<file path="config.mk">
export PLATFORM = sky130hd
export DESIGN_NAME = sseg_capture
export DESIGN_NICKNAME = d
export VERILOG_FILES = /design/src/rtl/sseg_capture.sv
export SDC_FILE = /design/constraint.sdc
export NUM_CORES = 1
export LEC_CHECK = 0
export ABC_CLOCK_PERIOD_IN_PS = 3000
export CAP_MARGIN = 20
export CORE_MARGIN = 2
export CORE_UTILIZATION = 57
export DETAILED_ROUTE_END_ITERATION = 12
export GPL_ROUTABILITY_DRIVEN = 0
export PLACE_DENSITY = 0.79
export RECOVER_POWER = 25
export SLEW_MARGIN = 0
export SYNTH_ARGS = -nofsm -noshare
export SYNTH_HDL_FRONTEND = slang
export SYNTH_SLANG_ARGS = --single-unit
</file>
<file path="constraint.sdc">
create_clock -name clk_i -period 3 [get_ports clk_i]
set_input_delay 0.9 -clock clk_i [delete_from_list [all_inputs] [get_ports clk_i]]
set_output_delay 0.9 -clock clk_i [all_outputs]
set_load 0.01 [all_outputs]
</file>
<file path="src/rtl/sseg_capture.sv">
`default_nettype none
// ============================================================================
// Module   : sseg_capture
// Brief    : Recovers a 4-digit hex frame from a multiplexed active-low
//            7-segment scan. Optional decimal-point capture: SSEG_CAPTURE_DP_EN.
// Revision : 1.0  initial release
// ============================================================================
module sseg_capture #(
  parameter int STABLE_CYCLES = 4
) (
  input  logic        clk_i,
  input  logic        rst_i,
  input  logic [3:0]  an_i,
  input  logic [6:0]  sseg_i,
`ifdef SSEG_CAPTURE_DP_EN
  input  logic        dp_i,
  output logic [3:0]  dp_o,
`endif
  output logic [15:0] hex_o,
  output logic        frame_valid_o,
  output logic        digit_err_o
);

`ifdef SSEG_CAPTURE_DP_EN
  localparam int c_SW = 12;
`else
  localparam int c_SW = 11;
`endif
  localparam logic [7:0] c_ACCEPT_CNT = 8'(STABLE_CYCLES - 1);

  typedef enum logic [1:0] {
    S_SYNC    = 2'd0,
    S_COLLECT = 2'd1,
    S_EMIT    = 2'd2
  } state_t;

  logic [c_SW-1:0] r_smp;
  logic [c_SW-1:0] r_prev;
  logic [7:0]      r_cnt;
  state_t          r_state;
  logic [3:0]      r_seen;
  logic [15:0]     r_slots;
  logic [15:0]     r_hex;
  logic            r_fv;
  logic            r_err;

  logic [c_SW-1:0] w_smp_in;
  logic [3:0]      w_an;
  logic [6:0]      w_seg;
  logic            w_acc;
  logic            w_sel_ok;
  logic            w_dec_ok;
  logic            w_take;
  logic [1:0]      w_idx;
  logic [3:0]      w_val;
  logic [3:0]      w_bit;

`ifdef SSEG_CAPTURE_DP_EN
  logic [3:0] r_dp_slots;
  logic [3:0] r_dp;
  assign w_smp_in = {dp_i, an_i, sseg_i};
  assign dp_o     = r_dp;
`else
  assign w_smp_in = {an_i, sseg_i};
`endif

  // Decisions are made on the older sample, which is the one the counter has vouched for
  assign w_an   = r_prev[10:7];
  assign w_seg  = r_prev[6:0];
  assign w_acc  = (r_cnt == c_ACCEPT_CNT);
  assign w_take = w_acc & w_sel_ok;
  assign w_bit  = 4'b0001 << w_idx;

  always_ff @(posedge clk_i) begin
    if (rst_i) begin
      r_smp  <= '1;
      r_prev <= '1;
      r_cnt  <= 8'd0;
    end else begin
      r_smp  <= w_smp_in;
      r_prev <= r_smp;
      if (r_smp != r_prev)
        r_cnt <= 8'd0;
      else if (r_cnt != 8'hFF)
        r_cnt <= r_cnt + 8'd1;
    end
  end

  always_comb begin
    w_sel_ok = 1'b1;
    w_idx    = 2'd0;
    case (w_an)
      4'b1110: w_idx = 2'd0;
      4'b1101: w_idx = 2'd1;
      4'b1011: w_idx = 2'd2;
      4'b0111: w_idx = 2'd3;
      default: w_sel_ok = 1'b0;
    endcase
  end

  always_comb begin
    w_dec_ok = 1'b1;
    w_val    = 4'h0;
    case (w_seg)
      7'b1000000: w_val = 4'h0;
      7'b1111001: w_val = 4'h1;
      7'b0100100: w_val = 4'h2;
      7'b0110000: w_val = 4'h3;
      7'b0011001: w_val = 4'h4;
      7'b0010010: w_val = 4'h5;
      7'b0000010: w_val = 4'h6;
      7'b1111000: w_val = 4'h7;
      7'b0000000: w_val = 4'h8;
      7'b0010000: w_val = 4'h9;
      7'b0001000: w_val = 4'hA;
      7'b0000011: w_val = 4'hB;
      7'b1000110: w_val = 4'hC;
      7'b0100001: w_val = 4'hD;
      7'b0000110: w_val = 4'hE;
      7'b0001110: w_val = 4'hF;
      default:    w_dec_ok = 1'b0;
    endcase
  end

  always_ff @(posedge clk_i) begin
    if (rst_i) begin
      r_state <= S_SYNC;
      r_seen  <= 4'b0000;
      r_slots <= 16'h0000;
      r_hex   <= 16'h0000;
      r_fv    <= 1'b0;
      r_err   <= 1'b0;
`ifdef SSEG_CAPTURE_DP_EN
      r_dp_slots <= 4'b0000;
      r_dp       <= 4'b0000;
`endif
    end else begin
      r_fv <= 1'b0;
      if (w_take && !w_dec_ok && r_state != S_EMIT)
        r_err <= 1'b1;
      case (r_state)
        S_SYNC: begin
          if (w_take && w_dec_ok && w_idx == 2'd0) begin
            r_slots[3:0] <= w_val;
`ifdef SSEG_CAPTURE_DP_EN
            r_dp_slots[0] <= ~r_prev[11];
`endif
            r_seen  <= 4'b0001;
            r_state <= S_COLLECT;
          end
        end
        S_COLLECT: begin
          if (w_take) begin
            if (w_dec_ok) begin
              r_slots[{w_idx, 2'b00} +: 4] <= w_val;
`ifdef SSEG_CAPTURE_DP_EN
              r_dp_slots[w_idx] <= ~r_prev[11];
`endif
              r_seen <= r_seen | w_bit;
              if ((r_seen | w_bit) == 4'b1111)
                r_state <= S_EMIT;
            end else begin
              r_seen  <= 4'b0000;
              r_state <= S_SYNC;
            end
          end
        end
        S_EMIT: begin
          r_hex   <= r_slots;
          r_fv    <= 1'b1;
          r_seen  <= 4'b0000;
          r_state <= S_SYNC;
`ifdef SSEG_CAPTURE_DP_EN
          r_dp    <= r_dp_slots;
`endif
        end
        default: r_state <= S_SYNC;
      endcase
    end
  end

  assign hex_o         = r_hex;
  assign frame_valid_o = r_fv;
  assign digit_err_o   = r_err;

endmodule
`default_nettype wire

</file>
Yosys cells after proc, flatten, opt, wreduce, memory -nomap -nowiden. Cells that the tools add are included.

Word-level logic and storage cells: 83. Register bits after elaboration: 70. Output and inout port bits: 18. Input port bits: 13.

Reductions and logical operators: 17. Add/subtract/negate cells: 2. Multiplexer cells: 19. Shift-type cells: 3. Bitwise operators: 2. Equality and inequality tests: 30.

Operators with widths (number): $pmux W4 S15 (1); $eq A7 B7 Y1 const B (4); $mux W4 (6); $eq A7 B5 Y1 const B (3); $eq A7 B6 Y1 const B (3); $bwmux W16 (1); $eq A4 B4 Y1 const B (4); $reduce_or A16 Y1 (1); $shift A4 B6 Y16 const A (1); $shiftx A4 B6 Y16 (1); $eq A7 B2 Y1 const B (2); $eq A7 B4 Y1 const B (2); $pmux W4 S3 (1); $ne A11 B11 Y1 (1); $reduce_and A3 Y1 (3); $add A8 B1 Y8 const B (1); $eq A8 B2 Y1 const B (1); $mux W2 (4); $ne A2 B2 Y1 const B (4); $ne A8 B8 Y1 const B (1); $pmux W4 S2 (1); $eq A7 B3 Y1 const B (1); $logic_not A7 Y1 (1); $neg A4 Y6 (1); 18 further kinds (24).

Logic depth before layout (Yosys ltp). Gate-level depths: netlist (run 1).

Word-level depth: 9. Gate-level depth with buffers: 12. Gate-level depth less buffers: 10.

Worst setup path after synthesis (run 1). No wires, ideal clock.

Path kind: flip-flop to flip-flop. From: reg r_prev[10]. To: reg r_slots[0]. Path buffers: 2. Slack: 0.779 ns. Setup time: 0.069 ns. Required time: 2.931 ns. Period minus slack after synthesis: 2.221 ns. Cell stages (with the launch flop): 13. Data arrival time: 2.152 ns. Cells stage by stage: dfxtp_1 > clkbuf_1 > xor2_1 > and3_1 > clkbuf_1 > inv_1 > ha_1 > inv_1 > nor4b_1 > o21ai_0 > a21oi_1 > nand3_1 > o21ai_1.

Word-level cells in the longest chain between the ends: 8. Elaborated cells between the ends (all ways): 21. Classes of those cells: add/sub (1); eq/ne (6); shift (2); mux (6); bitwise (1); reduce/logical (5).

RTL lines: start: declaration (line 38) `logic [c_SW-1:0] r_prev;`; start signal: assignment (line 81) `r_prev <= r_smp;`; $eq A4 B3 Y1 / $eq A4 B4 Y1 (equally long branches) (line 92) `case (w_an)`; $pmux W2 S3 / $reduce_or A4 Y1 (equally long branches); $neg A4 Y6 / $mux W1 (equally long branches) (line 155, 92); $shiftx A4 B6 Y16, or another cell as far along (line 155) `r_slots[{w_idx, 2'b00} +: 4] <= w_val;`; $bwmux W16 / $logic_and A1 B1 Y1 (equally long branches) (line 155, 143); $mux W4 / $logic_and A1 B1 Y1 (equally long branches) (line 154, 143); $mux W4 / $ne A2 B2 Y1 (equally long branches); $pmux W4 S2 / $reduce_and A4 Y1 (equally long branches); end signal: assignment (line 144) `r_slots[3:0] <= w_val;`; end signal: indexed assignment (line 155); end: declaration (line 42) `logic [15:0] r_slots;`.

Parallel ways exist; a longest one is shown, timed or not. The select of a mux whose other input is x is not followed. A chain may end at the register's enable or synchronous reset.

Worst setup path in the final report (run 1).
From: reg r_prev[3]. To: reg r_state[1].

Word-level cells in the longest chain between the ends: 7. Elaborated cells between the ends (all ways): 26. Classes of those cells: eq/ne (17); mux (4); reduce/logical (5).

RTL lines: $eq A7 B4 Y1, or another cell as far along (line 104) `case (w_seg)`; $reduce_or A16 Y1 (no source line) *; $mux W1 * (line 104); $logic_and A1 B1 Y1 (2 in a row) (line 143) `if (w_take && w_dec_ok && w_idx == 2'd0) begin`; $ne A2 B2 Y1 (no source line); $reduce_and A3 Y1 (no source line); end signal: assignment (line 149) `r_state <= S_COLLECT;`; end signal: assignment (line 161) `r_state <= S_EMIT;`; end signal: assignment (line 164) `r_state <= S_SYNC;`; end: declaration (line 40) `state_t r_state;`.

Mark *: on every way between the ends. The rest lies on a longest branch, timed or not. The select of a mux whose other input is x is not followed.

==> results.sh, run 1 <==
export IMPL_status="finished, final reports clean"
export IMPL_syn_instance_count=369
export IMPL_tns_ps=0
export IMPL_hold_class="reg -> reg"
export IMPL_grt_use_total_pct=22.49
export IMPL_n_antenna_cell=0
export IMPL_yosysWarningCount=0
export IMPL_worst_ep_arrival_time_ps=2940
export IMPL_syn_area_per_cell_um2=9.277
export IMPL_tightest_slew_ps=728.3
export IMPL_nets=421
export IMPL_cellLeakagePower_nw=1.508
export IMPL_multi_input_area_um2=1888
export IMPL_dpl_instance_area_um2=3790
export IMPL_firstDrtPassIters=4
export IMPL_wire_per_inst_um=14.45
export IMPL_grt_pass1_wl_mm=11.45
export IMPL_synth_async_reset_ratio_pct=0
export IMPL_cts_setup_buffers=0
export IMPL_layout_drive_gt1_share_pct=14.96
export IMPL_syn2layout_area_growth_pct=17.80
export IMPL_post_dp_hpwl_mm=4.752
export IMPL_synth_cell_types=66
export IMPL_required_ps=3240
export IMPL_critical_path_class="reg -> reg"
export IMPL_seq_area_frac_synth_pct=40.94
export IMPL_portBuffers=30
export IMPL_drc=0
export IMPL_startpoint_type="register"
export IMPL_clk_pin_slew_ps=70
export IMPL_total_power_w=0.001994
export IMPL_vias=2725
export IMPL_cts_resized=0
export IMPL_crit_path_top_delay_cell="a2111oi_0"
export IMPL_synth_seq_cells=70
export IMPL_root_buffer="clkbuf_8"
export IMPL_path_max_fanout=15
export IMPL_rsz0062_at_grt="no"
export IMPL_cp_cell_sequence="or3b_1 > a2111oi_0 > a311oi_1 > a311oi_2 > o21ai_0 > a211oi_1"
export IMPL_grt_max_degree=36
export IMPL_synth_net_count=394
export IMPL_end_kind="register"
export IMPL_grt_overflow=0
export IMPL_wl_met3_um=370
export IMPL_insertion_delay_ps=340
export IMPL_setup_viol=0
export IMPL_hold_buffers=0
export IMPL_htree_levels=3
export IMPL_register_area_um2=1401
export IMPL_synth_area_um2=3423
export IMPL_m1WireLength_mm=2.909
export IMPL_utilization_pct=68.93
export IMPL_fin_skew_ps=5.359
export IMPL_synth_edf_count=0
export IMPL_grt_pass1_vias=2524
export IMPL_cts_made_buffers=9
export IMPL_met2_length_mm=3.509
export IMPL_hold_viol_final=0
export IMPL_via_per_inst=5.725
export IMPL_maxCapViolCount=0
export IMPL_finalCritPeriodShare_pct=89.93
export IMPL_fp_dieArea_um2=6641
export IMPL_fmax_mhz=370.7
export IMPL_antenna_found_initial=0
export IMPL_die_h_um=81.50
export IMPL_vdd_drop_max_mv=0.3177
export IMPL_wirelength_mm=6.877
export IMPL_rows=28
export IMPL_design_area_um2=4033
export IMPL_maxSlewViolCount=0
export IMPL_power_density_nw_per_um2=494.5
export IMPL_slowest_delay_ps=610
export IMPL_nFillCells=457
export IMPL_core_area_um2=5851
export IMPL_start_util_pct=58.51
export IMPL_drt_initial_drc_count=210
export IMPL_cts_tree="done"
export IMPL_highest_layer="met4"
export IMPL_cts_buffer_depth=2
export IMPL_ios=31
export IMPL_die_w_um=81.50
export IMPL_ys_flop_type="dfxtp_1"
export IMPL_cts_sinks=70
export IMPL_slew_headroom_pct=51.12
export IMPL_ant_nets=0
export IMPL_min_period_ps=2698
## per-layer routing
metal / vias up / global-route usage (%)
met1: 1276 / 27.44
met5: - / 0
met2: 76 / 38.44
li1: 1365 / -
met4: 0 / 9.492
met3: 8 / 4.615
## worst max-delay path, delay by kind of cell, from the launching register on
kind / cells / cell delay [ps]
AND/OR/NAND/NOR: 1 / 400
AO/OA/AOI/OAI: 5 / 1730
flip-flops: 1 / 460
## logic make-up after synthesis
family | share of synthesized area, %
fa+ha+maj | 4.386
buf+inv | 3.911
flops | 40.94
xor+xnor | 3.838
mux | 8.772
simple gates | 24.20
compound gates | 13.96
## state kept, by name, indices dropped and copies added (netlist names)
name,count
r_state,2
r_slots,16
r_cnt,8
hex_o,16
r_seen,4
frame_valid_o,1
digit_err_o,1
r_smp,11
r_prev,11
## cells in the mapped netlist (2+ instances only)
library cell	count	area share, %
nor3_1	4	0.58
a2bb2oi_1	2	0.51
o21ai_0	10	1.5
nor4_2	2	0.73
a31oi_1	6	1.1
a221oi_1	3	0.77
and3_1	2	0.37
nor4_1	6	1.1
o31ai_1	4	0.88
a21oi_1	6	0.88
nor2b_1	6	1.1
or2_2	23	4.2
ha_1	12	4.4
nand3_2	3	0.88
nor2_1	29	3.2
nand3_1	12	1.8
a211oi_1	3	0.66
and4_1	3	0.77
xor2_1	14	3.6
o21ai_1	4	0.58
nand4_1	4	0.73
nand2_1	38	4.2
inv_1	12	1.3
dfxtp_1	70	41
nor4b_1	4	1.0
buf_2	5	0.73
mux2i_1	30	8.8
clkbuf_1	14	1.5
## final cells by class
cell class / instances / share of cell area, %
Multi-Input combinational cell: 266 / 46.82
Sequential cell: 70 / 34.75
Timing Repair Buffer: 36 / 8.781
Clock buffer: 10 / 3.413
Clock inverter: 6 / 2.699
Tap cell: 75 / 2.327
Inverter: 13 / 1.210
## cells in the final DEF (no fill, tap or decap), types with 2 or more instances in the layout
cell type,instances
a211oi_1,3
a21oi_1,6
a221oi_1,3
a2bb2oi_1,2
a31oi_1,6
and3_1,2
and4_1,3
buf_4,4
bufinv_16,3
clkbuf_8,10
clkdlybuf4s50_1,29
clkinv_2,2
dfxtp_1,70
ha_1,12
inv_1,12
mux2i_1,30
nand2_1,38
nand3_1,12
nand3_2,3
nand4_1,4
nor2_1,29
nor2b_1,6
nor3_1,4
nor4_1,6
nor4_2,2
nor4b_1,4
o21ai_0,10
o21ai_1,4
o31ai_1,4
or2_2,23
xor2_1,14
## worst paths after layout
kind / start / to / slack (ps) / depth (start not counted)
worst max register to register: r_prev[3] / r_state[1] / 300 / 6
worst max-delay path: r_prev[3] / r_state[1] / 300 / 6
worst min register to register: r_smp[2] / r_prev[2] / 460 / 1
worst min-delay path: r_smp[2] / r_prev[2] / 460 / 1
## power by group
part	internal [W]	total (W)	switching, W
combinational	0.0000509	0.000105	0.0000545
sequential	0.000943	0.000963	0.0000203
clock	0.000573	0.000926	0.000352
total	0.00157	0.00199	0.000427
## through the flow
stage / hold slack, ps / instances / setup slack (ps)
3_3_place_gp: 444.8 / 460 / 484.2
5_1_grt: 479.2 / 476 / 105.5
2_1_floorplan: 428.1 / 369 / 779.5
6_report: 462.6 / 476 / 302.1
4_1_cts: 463.5 / 476 / 362.6
3_5_place_dp: 445.8 / 460 / 405.0
No activity file was read; power rests on OpenSTA's default activity.
==> run 2: changes to the inputs <==
ABC_AREA = 1   (was default)
CORE_UTILIZATION = 55   (was 57)
PLACE_DENSITY = 0.77   (was 0.79)
SETUP_SLACK_MARGIN = 0.05   (was default)
==> results.sh, run 2 <==
export IMPL_yosys_area_top_type="dfxtp_1"
export IMPL_htree_levels=3
export IMPL_portBuffers=30
export IMPL_hold_class="reg -> reg"
export IMPL_finalCritPeriodShare_pct=73.07
export IMPL_die_w_um=81.95
export IMPL_synth_mux_area_share_pct=0
export IMPL_tightest_slew_ps=770.2
export IMPL_netlist_top_cells_area="dfxtp_1 (42%), nand2_1 (9.7%), nor2_1 (7.9%)"
export IMPL_setup_viol=0
export IMPL_fmax_mhz=456.2
export IMPL_synth_net_count=496
export IMPL_r2r_setup_slack_ps=810
export IMPL_layout_drive_gt1_share_pct=9.823
export IMPL_rows=28
export IMPL_wirelength_mm=6.433
export IMPL_synthAdderAreaFrac_pct=4.493
export IMPL_rsz0062_at_grt="no"
export IMPL_drt_initial_drc_count=139
export IMPL_wire_per_inst_um=11.02
export IMPL_yosysWarningCount=0
export IMPL_hold_viol_final=0
export IMPL_n_antenna_cell=0
export IMPL_ant_nets=0
export IMPL_firstDrtPassIters=4
export IMPL_required_ps=3290
export IMPL_cellLeakagePower_nw=1.749
export IMPL_status="finished, final reports clean"
export IMPL_nFillCells=569
export IMPL_syn_area_per_cell_um2=7.095
export IMPL_tns_ps=0
export IMPL_maxCapViolCount=0
export IMPL_synth_xor_area_share_pct=1.835
export IMPL_layout_commonest_cell="nand2_1"
export IMPL_vias=2927
export IMPL_root_buffer="clkbuf_8"
export IMPL_dpl_instance_area_um2=3709
export IMPL_synth_seq_cells=70
export IMPL_grt_util_met3_pct=4.505
export IMPL_start_util_pct=56.78
export IMPL_maxSlewViolCount=0
export IMPL_drc=0
export IMPL_whs_path_depth=2
export IMPL_via_per_inst=5.012
export IMPL_die_h_um=81.95
export IMPL_critical_path_class="reg -> reg"
export IMPL_grt_pass1_wl_mm=11.06
export IMPL_synth_most_common_cell="nand2_1"
export IMPL_design_area_um2=3926
export IMPL_nets=529
export IMPL_use_met1_pct=24.69
export IMPL_synth_top_family_by_area="simple AND/OR/NAND/NOR gates"
export IMPL_worstReg2RegStart="r_prev[8]"
export IMPL_total_power_w=0.001983
export IMPL_syn2layout_area_growth_pct=17.48
export IMPL_grt_max_degree=41
export IMPL_synth_area_um2=3342
export IMPL_hold_end="r_prev[0]"
export IMPL_grt_busiest_layer="met2"
export IMPL_power_density_nw_per_um2=505.1
export IMPL_path_max_fanout=19
export IMPL_ys_top_cells_by_count="nand2_1 (86), dfxtp_1 (70), nor2_1 (70), inv_1 (58), o21ai_0 (33)"
export IMPL_cts_setup_buffers=0
export IMPL_startpoint_type="register"
export IMPL_core_area_um2=5886
export IMPL_syn_instance_count=471
export IMPL_ys_flop_type="dfxtp_1"
export IMPL_synth_cell_types=31
export IMPL_vdd_drop_max_mv=0.4139
export IMPL_worstReg2RegEnd="r_seen[0]"
export IMPL_layout_common_cells="nand2_1 (86), nor2_1 (70), dfxtp_1 (70)"
export IMPL_clk_pin_slew_ps=80
export IMPL_fin_skew_ps=7.285
export IMPL_slew_headroom_pct=48.65
export IMPL_grt_overflow=0
export IMPL_grtUsageMet2_pct=36.26
export IMPL_synth_simple_area_share_pct=32.42
export IMPL_fp_dieArea_um2=6716
export IMPL_cts_sinks=70
export IMPL_end_kind="register"
export IMPL_min_period_ps=2192
export IMPL_synth_async_reset_ratio_pct=0
export IMPL_r2r_cells=11
export IMPL_synth_edf_count=0
export IMPL_synth_compound_area_share_pct=10.86
export IMPL_cts_buffer_depth=2
export IMPL_worst_ep_arrival_time_ps=2480
export IMPL_cts_made_buffers=9
export IMPL_cts_resized=0
export IMPL_grt_pass1_vias=2650
export IMPL_hold_buffers=0
export IMPL_hold_path_startpoint="r_smp[0]"
export IMPL_ios=31
export IMPL_synth_top_area_share_pct=41.93
export IMPL_antenna_found_initial=0
export IMPL_grt_use_total_pct=21.43
export IMPL_seq_area_frac_synth_pct=41.93
export IMPL_cts_tree="done"
export IMPL_insertion_delay_ps=350
export IMPL_post_dp_hpwl_mm=4.748
## run 2: worst max path at each step
stage	from	endpoint	slack [ps]	cells past startpoint
final	r_prev[8]	r_seen[0]	810	11
after global routing	r_prev[8]	r_seen[0]	550	11
after CTS	r_prev[8]	r_seen[0]	810	11
after detailed placement	rst_i	r_cnt[3]	560	6
after global placement	rst_i	r_cnt[5]	650	6
after floorplan	r_prev[7]	r_state[1]	1110	11
## run 2: worst max-delay path, cell delays in order (launching register included)
cell and delay [ps]:
dfxtp_1 430, nor3b_1 90, nor2_1 310, ha_1 320
inv_1 150, nor3_1 250, nand2_2 90, nand2_4 190
nand2_1 100, nand2_1 70, nand2_1 40, nor2_1 90
## run 2: final cells by class
class,count,area [um2],area share [%]
clock buffers,10,127.6,3.250
clock inverters,6,93.84,2.390
multi-input cells,328,1658,42.22
inverters,62,232.7,5.927
repair buffers,33,319.1,8.126
flip-flops and latches,70,1401,35.69
well taps,75,93.84,2.390
## run 2: logic make-up (layout without fill, tap and decap cells)
logic type / after synthesis / count (layout)
XOR/XNOR: 7 / 7
flip-flops: 70 / 70
buffers and inverters: 73 / 111
adder cells (fa/ha/maj): 12 / 12
AO/OA/AOI/OAI: 69 / 69
AND/OR/NAND/NOR: 240 / 240
## run 2: metal layers
layer / vias up / part of all wire [%]
met5: - / 0
met4: 0 / 3.4
met2: 66 / 47
li1: 1563 / -
met3: 18 / 3.6
met1: 1280 / 46
## run 2: report_power, final
part / total, W / switching [W] / internal (W)
sequential: 0.000982 / 0.0000208 / 0.000961
clock: 0.000841 / 0.000366 / 0.000475
combinational: 0.000160 / 0.0000812 / 0.0000788
## run 2: metrics by stage
| step | hold WS, ps | utilization, % | setup WS, ps | cells |
|---|---|---|---|---|
| finish | 435.1 | 66.71 | 807.8 | 584 |
| global route | 477.0 | 66.71 | 551.2 | 584 |
| CTS | 435.9 | 66.77 | 812.5 | 584 |
| detailed placement | 417.1 | 63.01 | 564.7 | 568 |
| global placement | 421.8 | 63.01 | 649.9 | 568 |
| floorplan | 403.6 | - | 1113 | 471 |
==> run 3: changes to the inputs <==
ABC_CLOCK_PERIOD_IN_PS = 2100   (was 3000)
clock period = 2.1 ns   (was 3 ns; I/O delays follow)
==> results.sh, run 3 (synthesized netlist as in run 2, its figures left out) <==
export IMPL_ant_nets=0
export IMPL_fp_dieArea_um2=6716
export IMPL_fin_skew_ps=7.891
export IMPL_m1WireLength_mm=3.018
export IMPL_r2r_cells=10
export IMPL_cellLeakagePower_nw=1.789
export IMPL_worstReg2RegEnd="r_slots[3]"
export IMPL_ios=31
export IMPL_layout_common_cells="nand2_1 (85), nor2_1 (68), dfxtp_1 (64)"
export IMPL_cts_buffer_depth=2
export IMPL_setup_viol=0
export IMPL_insertion_delay_ps=360
export IMPL_rows=28
export IMPL_worst_ep_arrival_time_ps=2200
export IMPL_path_max_fanout=6
export IMPL_root_buffer="clkbuf_8"
export IMPL_required_ps=2400
export IMPL_finalCritPeriodShare_pct=90.41
export IMPL_min_period_ps=1899
export IMPL_crit_end="r_slots[3]"
export IMPL_die_h_um=81.95
export IMPL_grt_pass1_vias=2692
export IMPL_slew_headroom_pct=45.65
export IMPL_fin_cells=592
export IMPL_wire_per_inst_um=11.81
export IMPL_met2_length_mm=3.399
export IMPL_worstReg2RegStart="r_prev[9]"
export IMPL_critical_path_class="reg -> reg"
export IMPL_syn2layout_area_growth_pct=21.57
export IMPL_start_util_pct=56.78
export IMPL_net_switching_power_w=0.0006653
export IMPL_cts_made_buffers=9
export IMPL_drc=0
export IMPL_maxCapViolCount=0
export IMPL_via_per_inst=5.162
export IMPL_grt_pass1_wl_mm=11.23
export IMPL_dp_cells=572
export IMPL_antenna_found_initial=0
export IMPL_vdd_drop_max_mv=0.4801
export IMPL_rsz0062_at_grt="yes"
export IMPL_r2r_setup_slack_ps=200
export IMPL_maxSlewViolCount=0
export IMPL_cts_tree="done"
export IMPL_p_seq_share_pct=48.5
export IMPL_post_dp_hpwl_mm=4.856
export IMPL_cts_sinks=70
export IMPL_layout_drive_gt1_share_pct=15.09
export IMPL_die_w_um=81.95
export IMPL_portBuffers=30
export IMPL_worst_slack_ps=201.4
export IMPL_hold_buffers=0
export IMPL_hold_class="reg -> reg"
export IMPL_clk_pin_slew_ps=70
export IMPL_layout_commonest_cell="nand2_1"
export IMPL_grt_use_total_pct=21.67
export IMPL_drt_initial_drc_count=163
export IMPL_n_antenna_cell=0
export IMPL_fmax_mhz=526.7
export IMPL_wl_met3_um=339
export IMPL_highest_layer="met4"
export IMPL_htree_levels=3
export IMPL_crit_start="r_prev[9]"
export IMPL_hold_viol_final=0
export IMPL_end_kind="register"
export IMPL_wirelength_mm=6.992
export IMPL_power_density_nw_per_um2=713.3
export IMPL_swShare_pct=22.96
export IMPL_nFillCells=513
export IMPL_startpoint_type="register"
export IMPL_vias=3056
export IMPL_tightest_slew_ps=815.3
export IMPL_power_frac_clock_pct=42.9
export IMPL_place_worst_setup_slack_ps=-34.00
export IMPL_nets=537
export IMPL_grt_overflow=0
export IMPL_p_int_w=0.002233
export IMPL_p_comb_share_pct=8.6
export IMPL_grt_max_degree=41
export IMPL_status="finished, final reports clean"
export IMPL_firstDrtPassIters=4
export IMPL_core_area_um2=5886
[run 3: cell count changes in the layout (fill, tap and decap cells not counted), sizes merged]
cell,before,now
buf,2,9
clkbuf,11,13
clkinv,1,2
inv,64,62
[run 3: area by class of cell]
class	instances	area [um2]	share of cell area, %
Tap cell	75	93.84	2.310
Clock inverter	5	81.33	2.002
Clock buffer	11	151.4	3.727
Timing Repair Buffer	41	376.6	9.270
Multi-Input combinational cell	328	1718	42.29
Sequential cell	70	1409	34.68
Inverter	62	232.7	5.728
[run 3: per-layer routing]
metal | global-route usage (%) | vias up
li1 | - | 1588
met1 | 24.30 | 1372
met2 | 37.64 | 74
met3 | 4.505 | 22
met4 | 12.83 | 0
met5 | 0 | -
[run 3: what timing repair did]
item | CTS | global route
buffers inserted | 1 | 3
resized for setup | 5 | 21
pin swaps | 2 | 3
endpoints found under the setup margin | 10 | 21
[run 3: how the worst min path moves through the flow]
stage | from | cells after the start | to
after CTS | r_smp[8] | 2 | r_prev[8]
after global routing | r_smp[3] | 2 | r_prev[3]
after global placement | r_smp[8] | 2 | r_prev[8]
final | r_smp[8] | 2 | r_prev[8]
after detailed placement | r_smp[8] | 2 | r_prev[8]
after floorplan | r_smp[8] | 2 | r_prev[8]
[run 3: power groups by stage]
stage	Clock (W)	Sequential [W]	Combinational [W]
final	0.00124	0.00141	0.000250
after global routing	0.00132	0.00141	0.000278
after CTS	0.00126	0.00140	0.000245
after detailed placement	0	0.00143	0.000238
after global placement	0	0.00143	0.000234
after floorplan	0	0.00144	0.000115
[run 3: worst max-delay path, cell delays in order (launching register included)]
cell and delay, ps:
dfxtp_2 360, nand2_1 100, nor3b_2 180, nor2_2 90, ha_2 400, nand3_1 100, o21ai_2 200, o21ai_0 130
nand3_1 110, nand2_1 60, nor2_1 100
[run 3: through the flow]
step	area [um2]	utilization [%]	total power [W]	hold slack (ps)	TNS (ps)
global route	4063	69.03	0.003006	468.0	0
CTS	3990	67.79	0.002904	436.6	0
detailed placement	3739	63.52	0.001672	419.7	-34.00
finish	4063	69.03	0.002898	439.9	0
global placement	3739	63.52	0.001665	417.6	0
floorplan	3342	-	0.001557	403.6	0
